File: src/rtl/mc_controller.sv
`default_nettype none
// ============================================================================
// Module   : mc_controller
// Function : Multicycle MIPS control unit (Moore FSM, ALU decoder, PC enable).
// Revision : 1.0
// ============================================================================
module mc_controller (
    input  logic       clk,
    input  logic       reset,
    input  logic [5:0] op,
    input  logic [5:0] funct,
    input  logic       zero,
    output logic       pcen,
    output logic       memwrite,
    output logic       irwrite,
    output logic       regwrite,
    output logic       alusrca,
    output logic       iord,
    output logic       memtoreg,
    output logic       regdst,
    output logic [1:0] alusrcb,
    output logic [1:0] pcsrc,
    output logic [2:0] alucontrol,
    output logic [3:0] state
);

    typedef enum logic [3:0] {
        S_FETCH  = 4'd0,
        S_DECODE = 4'd1,
        S_MEMADR = 4'd2,
        S_MEMRD  = 4'd3,
        S_MEMWB  = 4'd4,
        S_MEMWR  = 4'd5,
        S_EXEC   = 4'd6,
        S_ALUWB  = 4'd7,
        S_BRANCH = 4'd8,
        S_ADDIEX = 4'd9,
        S_ADDIWB = 4'd10,
        S_JUMP   = 4'd11
    } state_t;

    localparam logic [5:0] c_OP_LW    = 6'b100011;
    localparam logic [5:0] c_OP_SW    = 6'b101011;
    localparam logic [5:0] c_OP_RTYPE = 6'b000000;
    localparam logic [5:0] c_OP_BEQ   = 6'b000100;
    localparam logic [5:0] c_OP_ADDI  = 6'b001000;
    localparam logic [5:0] c_OP_J     = 6'b000010;

    state_t     r_state;
    state_t     w_next;
    logic [1:0] w_aluop;
    logic       w_pcwrite;
    logic       w_branch;

    always_ff @(posedge clk or posedge reset) begin
        if (reset) r_state <= S_FETCH;
        else       r_state <= w_next;
    end

    // Unknown opcodes fall back to FETCH from DECODE, retiring as a nop.
    always_comb begin
        w_next = S_FETCH;
        case (r_state)
            S_FETCH:  w_next = S_DECODE;
            S_DECODE: begin
                case (op)
                    c_OP_LW, c_OP_SW: w_next = S_MEMADR;
                    c_OP_RTYPE:       w_next = S_EXEC;
                    c_OP_BEQ:         w_next = S_BRANCH;
                    c_OP_ADDI:        w_next = S_ADDIEX;
                    c_OP_J:           w_next = S_JUMP;
                    default:          w_next = S_FETCH;
                endcase
            end
            S_MEMADR: w_next = (op == c_OP_LW) ? S_MEMRD : S_MEMWR;
            S_MEMRD:  w_next = S_MEMWB;
            S_EXEC:   w_next = S_ALUWB;
            S_ADDIEX: w_next = S_ADDIWB;
            default:  w_next = S_FETCH;
        endcase
    end

    always_comb begin
        w_pcwrite = 1'b0;
        w_branch  = 1'b0;
        w_aluop   = 2'b00;
        memwrite  = 1'b0;
        irwrite   = 1'b0;
        regwrite  = 1'b0;
        alusrca   = 1'b0;
        iord      = 1'b0;
        memtoreg  = 1'b0;
        regdst    = 1'b0;
        alusrcb   = 2'b00;
        pcsrc     = 2'b00;
        case (r_state)
            S_FETCH: begin
                alusrcb   = 2'b01;
                irwrite   = 1'b1;
                w_pcwrite = 1'b1;
            end
            S_DECODE: alusrcb = 2'b11;
            S_MEMADR, S_ADDIEX: begin
                alusrca = 1'b1;
                alusrcb = 2'b10;
            end
            S_MEMRD: iord = 1'b1;
            S_MEMWB: begin
                memtoreg = 1'b1;
                regwrite = 1'b1;
            end
            S_MEMWR: begin
                iord     = 1'b1;
                memwrite = 1'b1;
            end
            S_EXEC: begin
                alusrca = 1'b1;
                w_aluop = 2'b10;
            end
            S_ALUWB: begin
                regdst   = 1'b1;
                regwrite = 1'b1;
            end
            S_BRANCH: begin
                alusrca  = 1'b1;
                w_aluop  = 2'b01;
                pcsrc    = 2'b01;
                w_branch = 1'b1;
            end
            S_ADDIWB: regwrite = 1'b1;
            S_JUMP: begin
                pcsrc     = 2'b10;
                w_pcwrite = 1'b1;
            end
            default: ;
        endcase
    end

    // Unlisted funct codes decode to add so the ALU never sees an X.
    always_comb begin
        alucontrol = 3'b010;
        case (w_aluop)
            2'b01: alucontrol = 3'b110;
            2'b10: begin
                case (funct)
                    6'b100010: alucontrol = 3'b110;
                    6'b100100: alucontrol = 3'b000;
                    6'b100101: alucontrol = 3'b001;
                    6'b101010: alucontrol = 3'b111;
                    default:   alucontrol = 3'b010;
                endcase
            end
            default: alucontrol = 3'b010;
        endcase
    end

    assign pcen  = w_pcwrite | (w_branch & zero);
    assign state = r_state;

endmodule
`default_nettype wire

File: config.mk
export PLATFORM = sky130hd
export DESIGN_NAME = mc_controller
export DESIGN_NICKNAME = d
export VERILOG_FILES = /design/src/rtl/mc_controller.sv
export SDC_FILE = /design/constraint.sdc
export NUM_CORES = 1
export LEC_CHECK = 0
export ABC_AREA = 1
export CAP_MARGIN = 20
export CORE_MARGIN = 2
export CORE_UTILIZATION = 37
export CTS_CLUSTER_SIZE = 8
export DETAILED_ROUTE_END_ITERATION = 16
export GPL_TIMING_DRIVEN = 0
export MAX_ROUTING_LAYER = met4
export PLACE_DENSITY = 0.88
export RECOVER_POWER = 100
export SETUP_SLACK_MARGIN = 0.4
export SLEW_MARGIN = 20
export SYNTH_ARGS = -nofsm -noshare
export SYNTH_HDL_FRONTEND = slang
export SYNTH_SLANG_ARGS = --single-unit
File: constraint.sdc
create_clock -name clk -period 2.3 [get_ports clk]
set_clock_uncertainty 0.15 [all_clocks]
set_input_delay 0.46 -clock clk [delete_from_list [all_inputs] [get_ports clk]]
set_output_delay 0.46 -clock clk [all_outputs]
set_load 0.02 [all_outputs]
==> qor.tcl <==
set qor(grt_most_used_layer) {met2}
set qor(num-fill-cells) 101
set qor(dpl_worst_slack_ns) -0.488
set qor(floorplan.rows) 14
set qor(antenna_left) 0
set qor(max_freq_ghz) 0.405
set qor(gr-usage-met1_pct) 25.7
set qor(placement.io_buffers) 33
set qor(route.detailed.vias_per_inst) 5.08
set qor(first_global_vias) 835
set qor(endpoint) {alucontrol[0]}
set qor(finalWorstSetupSlack_ns) -0.171
set qor(postSynthAreaPerCell_um2) 5.45
set qor(power-per-cell-area_nw_per_um2) 778
set qor(final_setup_tns_ns) -0.206
set qor(timing.reg2reg.setup_slack_ns) 0.77
set qor(unrepaired_setup_endpoints_after_global_routing) {true}
set qor(initial_utilization_pct) 39.8
set qor(irDropWorstVdd_mv) 0.614
set qor(r2r_start) {state[2]}
set qor(grt_pass1_wl_mm) 3.48
set qor(postSynthNetCount) 128
set qor(first_iter_violations) 22
set qor(seq_area_um2) 105
set qor(fraction_of_layout_cells_with_a_size_suffix_above_1_pct) 46.1
set qor(failed_checks) {negative setup slack}
set qor(worstSetupStartpoint) {state[0]}
set qor(route.detailed.wl_per_inst_um) 14.1
set qor(required_time_of_the_critical_path_ns) 1.69
set qor(top_level_pins) 34
set qor(final.min_clock_period_ns) 2.47
set qor(report.final.setup_viol) 3
set qor(final_core_utilization_pct) 82.1
set qor(detail_route.drc_violations) 0
set qor(met2_grt_util_pct) 46.2
set qor(grt_start_max_net_pins) 6
set qor(grt_use_met3_pct) 3.27
set qor(dieWidth_um) 44.2
set qor(worst_setup_path_start_kind) {flop}
set qor(yosys_warnings) 0
set qor(path_class) {reg -> out}
set qor(finalCritPeriodShare_pct) 107
set qor(layout_commonest_cell) {sky130_fd_sc_hd__nand2_1}
set qor(worst_hold_path_type) {in -> async}
set qor(multi_input_area_um2) 512
set qor(maxSlewViolCount) 0
set qor(worst_skew_pair.late_latency_ns) 0.26
set qor(crit_arrival_ns) 1.86
set qor(worst_slew_pin_slew_ns) 0.274
set qor(clockRootBuffer) {sky130_fd_sc_hd__clkbuf_4}
set qor(max-cap-violations) 0
set qor(ant_diodes) 0
set qor(design.die.area_um2) 1960
set qor(grt_use_total_pct) 24.4
set qor(syn-cell-area_um2) 599
set qor(cts.clk_slew.worst_paths_ns) 0.05
set qor(postSynthRegisterBits) 4
set qor(maxSlewHeadroom_pct) 81.7
set qor(h-tree-depth) 1
set qor(antenna_found_initial) 0
set qor(tritoncts_num_sinks) 4
set qor(cts.path.max_buffers) 2
set qor(cts-buffers-inserted) 3
set qor(r2r_cells) 7
set qor(gpl.final_weighted_congestion) 0.819
set qor(tritoncts) {done}
set qor(critical_path_peak_fanout) 5
set qor(area_growth_pct) 106
set qor(leakage_nw) 0.682
set qor(layout.cells.most_common_list) {sky130_fd_sc_hd__nand2_1 (20), sky130_fd_sc_hd__buf_4 (18), sky130_fd_sc_hd__nor2_1 (16), sky130_fd_sc_hd__inv_1 (15), sky130_fd_sc_hd__clkdlybuf4s50_1 (13)}
set qor(nets) 184
set qor(total_congestion_overflow) 0
set qor(syn-instance-count) 110
set qor(coreArea_um2) 1510
set qor(final_worst_hold_slack_ns) 0.385
set qor(worstSetupEndpointType) {output port}
set qor(wl_mm) 2.55
set qor(hold_viol_final) 0
set qor(number_of_flip_flops_in_the_largest_register) 4
set qor(reg2reg_to) {state[1]}
set qor(run_status) {complete, but fails checks}
set qor(synth.yosys.seq_area_share_pct) 16.7
set qor(die_y_um) 44.2
set qor(placed_wire_length_estimate_mm) 1.48
set qor(iteration_count_of_the_initial_detailed_routing_pass) 4
set qor(synthDistinctLibCells) 16
set qor(vias_post_dr) 920
metrics by stage:
stage	std cells	cell area, µm²	power [mW]
after global placement	159	985	0.599
final	181	1240	0.963
after CTS	174	1100	0.792
after floorplan	110	634	0.398
after detailed placement	159	985	0.613
after global routing	181	1240	0.998
cell usage after synthesis:
| master | count | area share (%) |
|---|---|---|
| sky130_fd_sc_hd__a21oi_1 | 2 | 1.7 |
| sky130_fd_sc_hd__dfrtp_1 | 4 | 17 |
| sky130_fd_sc_hd__ha_1 | 3 | 6.3 |
| sky130_fd_sc_hd__inv_1 | 25 | 16 |
| sky130_fd_sc_hd__inv_2 | 3 | 1.9 |
| sky130_fd_sc_hd__nand2_1 | 26 | 16 |
| sky130_fd_sc_hd__nand2_2 | 2 | 2.1 |
| sky130_fd_sc_hd__nand3_1 | 13 | 11 |
| sky130_fd_sc_hd__nand3b_1 | 2 | 2.5 |
| sky130_fd_sc_hd__nand4_1 | 1 | 1.0 |
| sky130_fd_sc_hd__nor2_1 | 20 | 13 |
| sky130_fd_sc_hd__nor2_2 | 1 | 1.0 |
| sky130_fd_sc_hd__nor2_4 | 4 | 7.5 |
| sky130_fd_sc_hd__o211ai_1 | 1 | 1.3 |
| sky130_fd_sc_hd__o21ai_0 | 2 | 1.7 |
| sky130_fd_sc_hd__o22ai_1 | 1 | 1.0 |
layer usage:
metal  part of all wire (%)  routed length [µm]
met5                      0                   0
met4                    2.4                  62
met3                    4.7                 120
met2                     54                1380
met1                     39                 985
power breakdown:
| part | switching [mW] | internal [mW] | leakage (nW) |
|---|---|---|---|
| logic | 0.389 | 0.338 | 0.620 |
| clock network | 0.0407 | 0.0658 | 0.0150 |
| registers | 0.0384 | 0.0907 | 0.0473 |
cells by family after synthesis:
family / count (synthesis) / share of synthesized area (%)
AND/OR/NAND/NOR: 69 / 53.9
buffers and inverters: 28 / 17.5
AO/OA/AOI/OAI: 6 / 5.64
flip-flops: 4 / 16.7
adder cells (fa/ha/maj): 3 / 6.26
what timing repair did:
action,CTS,global route
hold buffers,0,0
setup buffers,11,7
gates resized for setup,87,29
pin swaps,10,10
setup endpoints to repair,15,16
worst max-delay path, stage by stage (launching register included):
cell	delay [ns]
sky130_fd_sc_hd__dfrtp_2	0.46
sky130_fd_sc_hd__inv_2	0.11
sky130_fd_sc_hd__nand2_4	0.09
sky130_fd_sc_hd__nor2_4	0.11
sky130_fd_sc_hd__inv_2	0.06
sky130_fd_sc_hd__ha_4	0.27
sky130_fd_sc_hd__nand2_2	0.05
sky130_fd_sc_hd__inv_2	0.06
sky130_fd_sc_hd__nand4_1	0.10
sky130_fd_sc_hd__o21ai_2	0.18
sky130_fd_sc_hd__buf_6	0.14
cell type report:
cell class | instances | share of cell area [%]
Clock buffer | 4 | 2.12
Inverter | 28 | 9.10
Multi-Input combinational cell | 78 | 41.4
Sequential cell | 4 | 8.49
Tap cell | 16 | 1.62
Timing Repair Buffer | 51 | 37.3
worst min path at each step:
stage               slack (ns)  start  cells after the start       end
global placement          0.50  reset                      2  state[0]
floorplan                 0.08  reset                      1  state[0]
CTS                       0.25  reset                      2  state[2]
finish                    0.39  reset                      2  state[2]
global route              0.41  reset                      2  state[2]
detailed placement        0.50  reset                      2  state[0]
(Power assumes the default switching activity.)
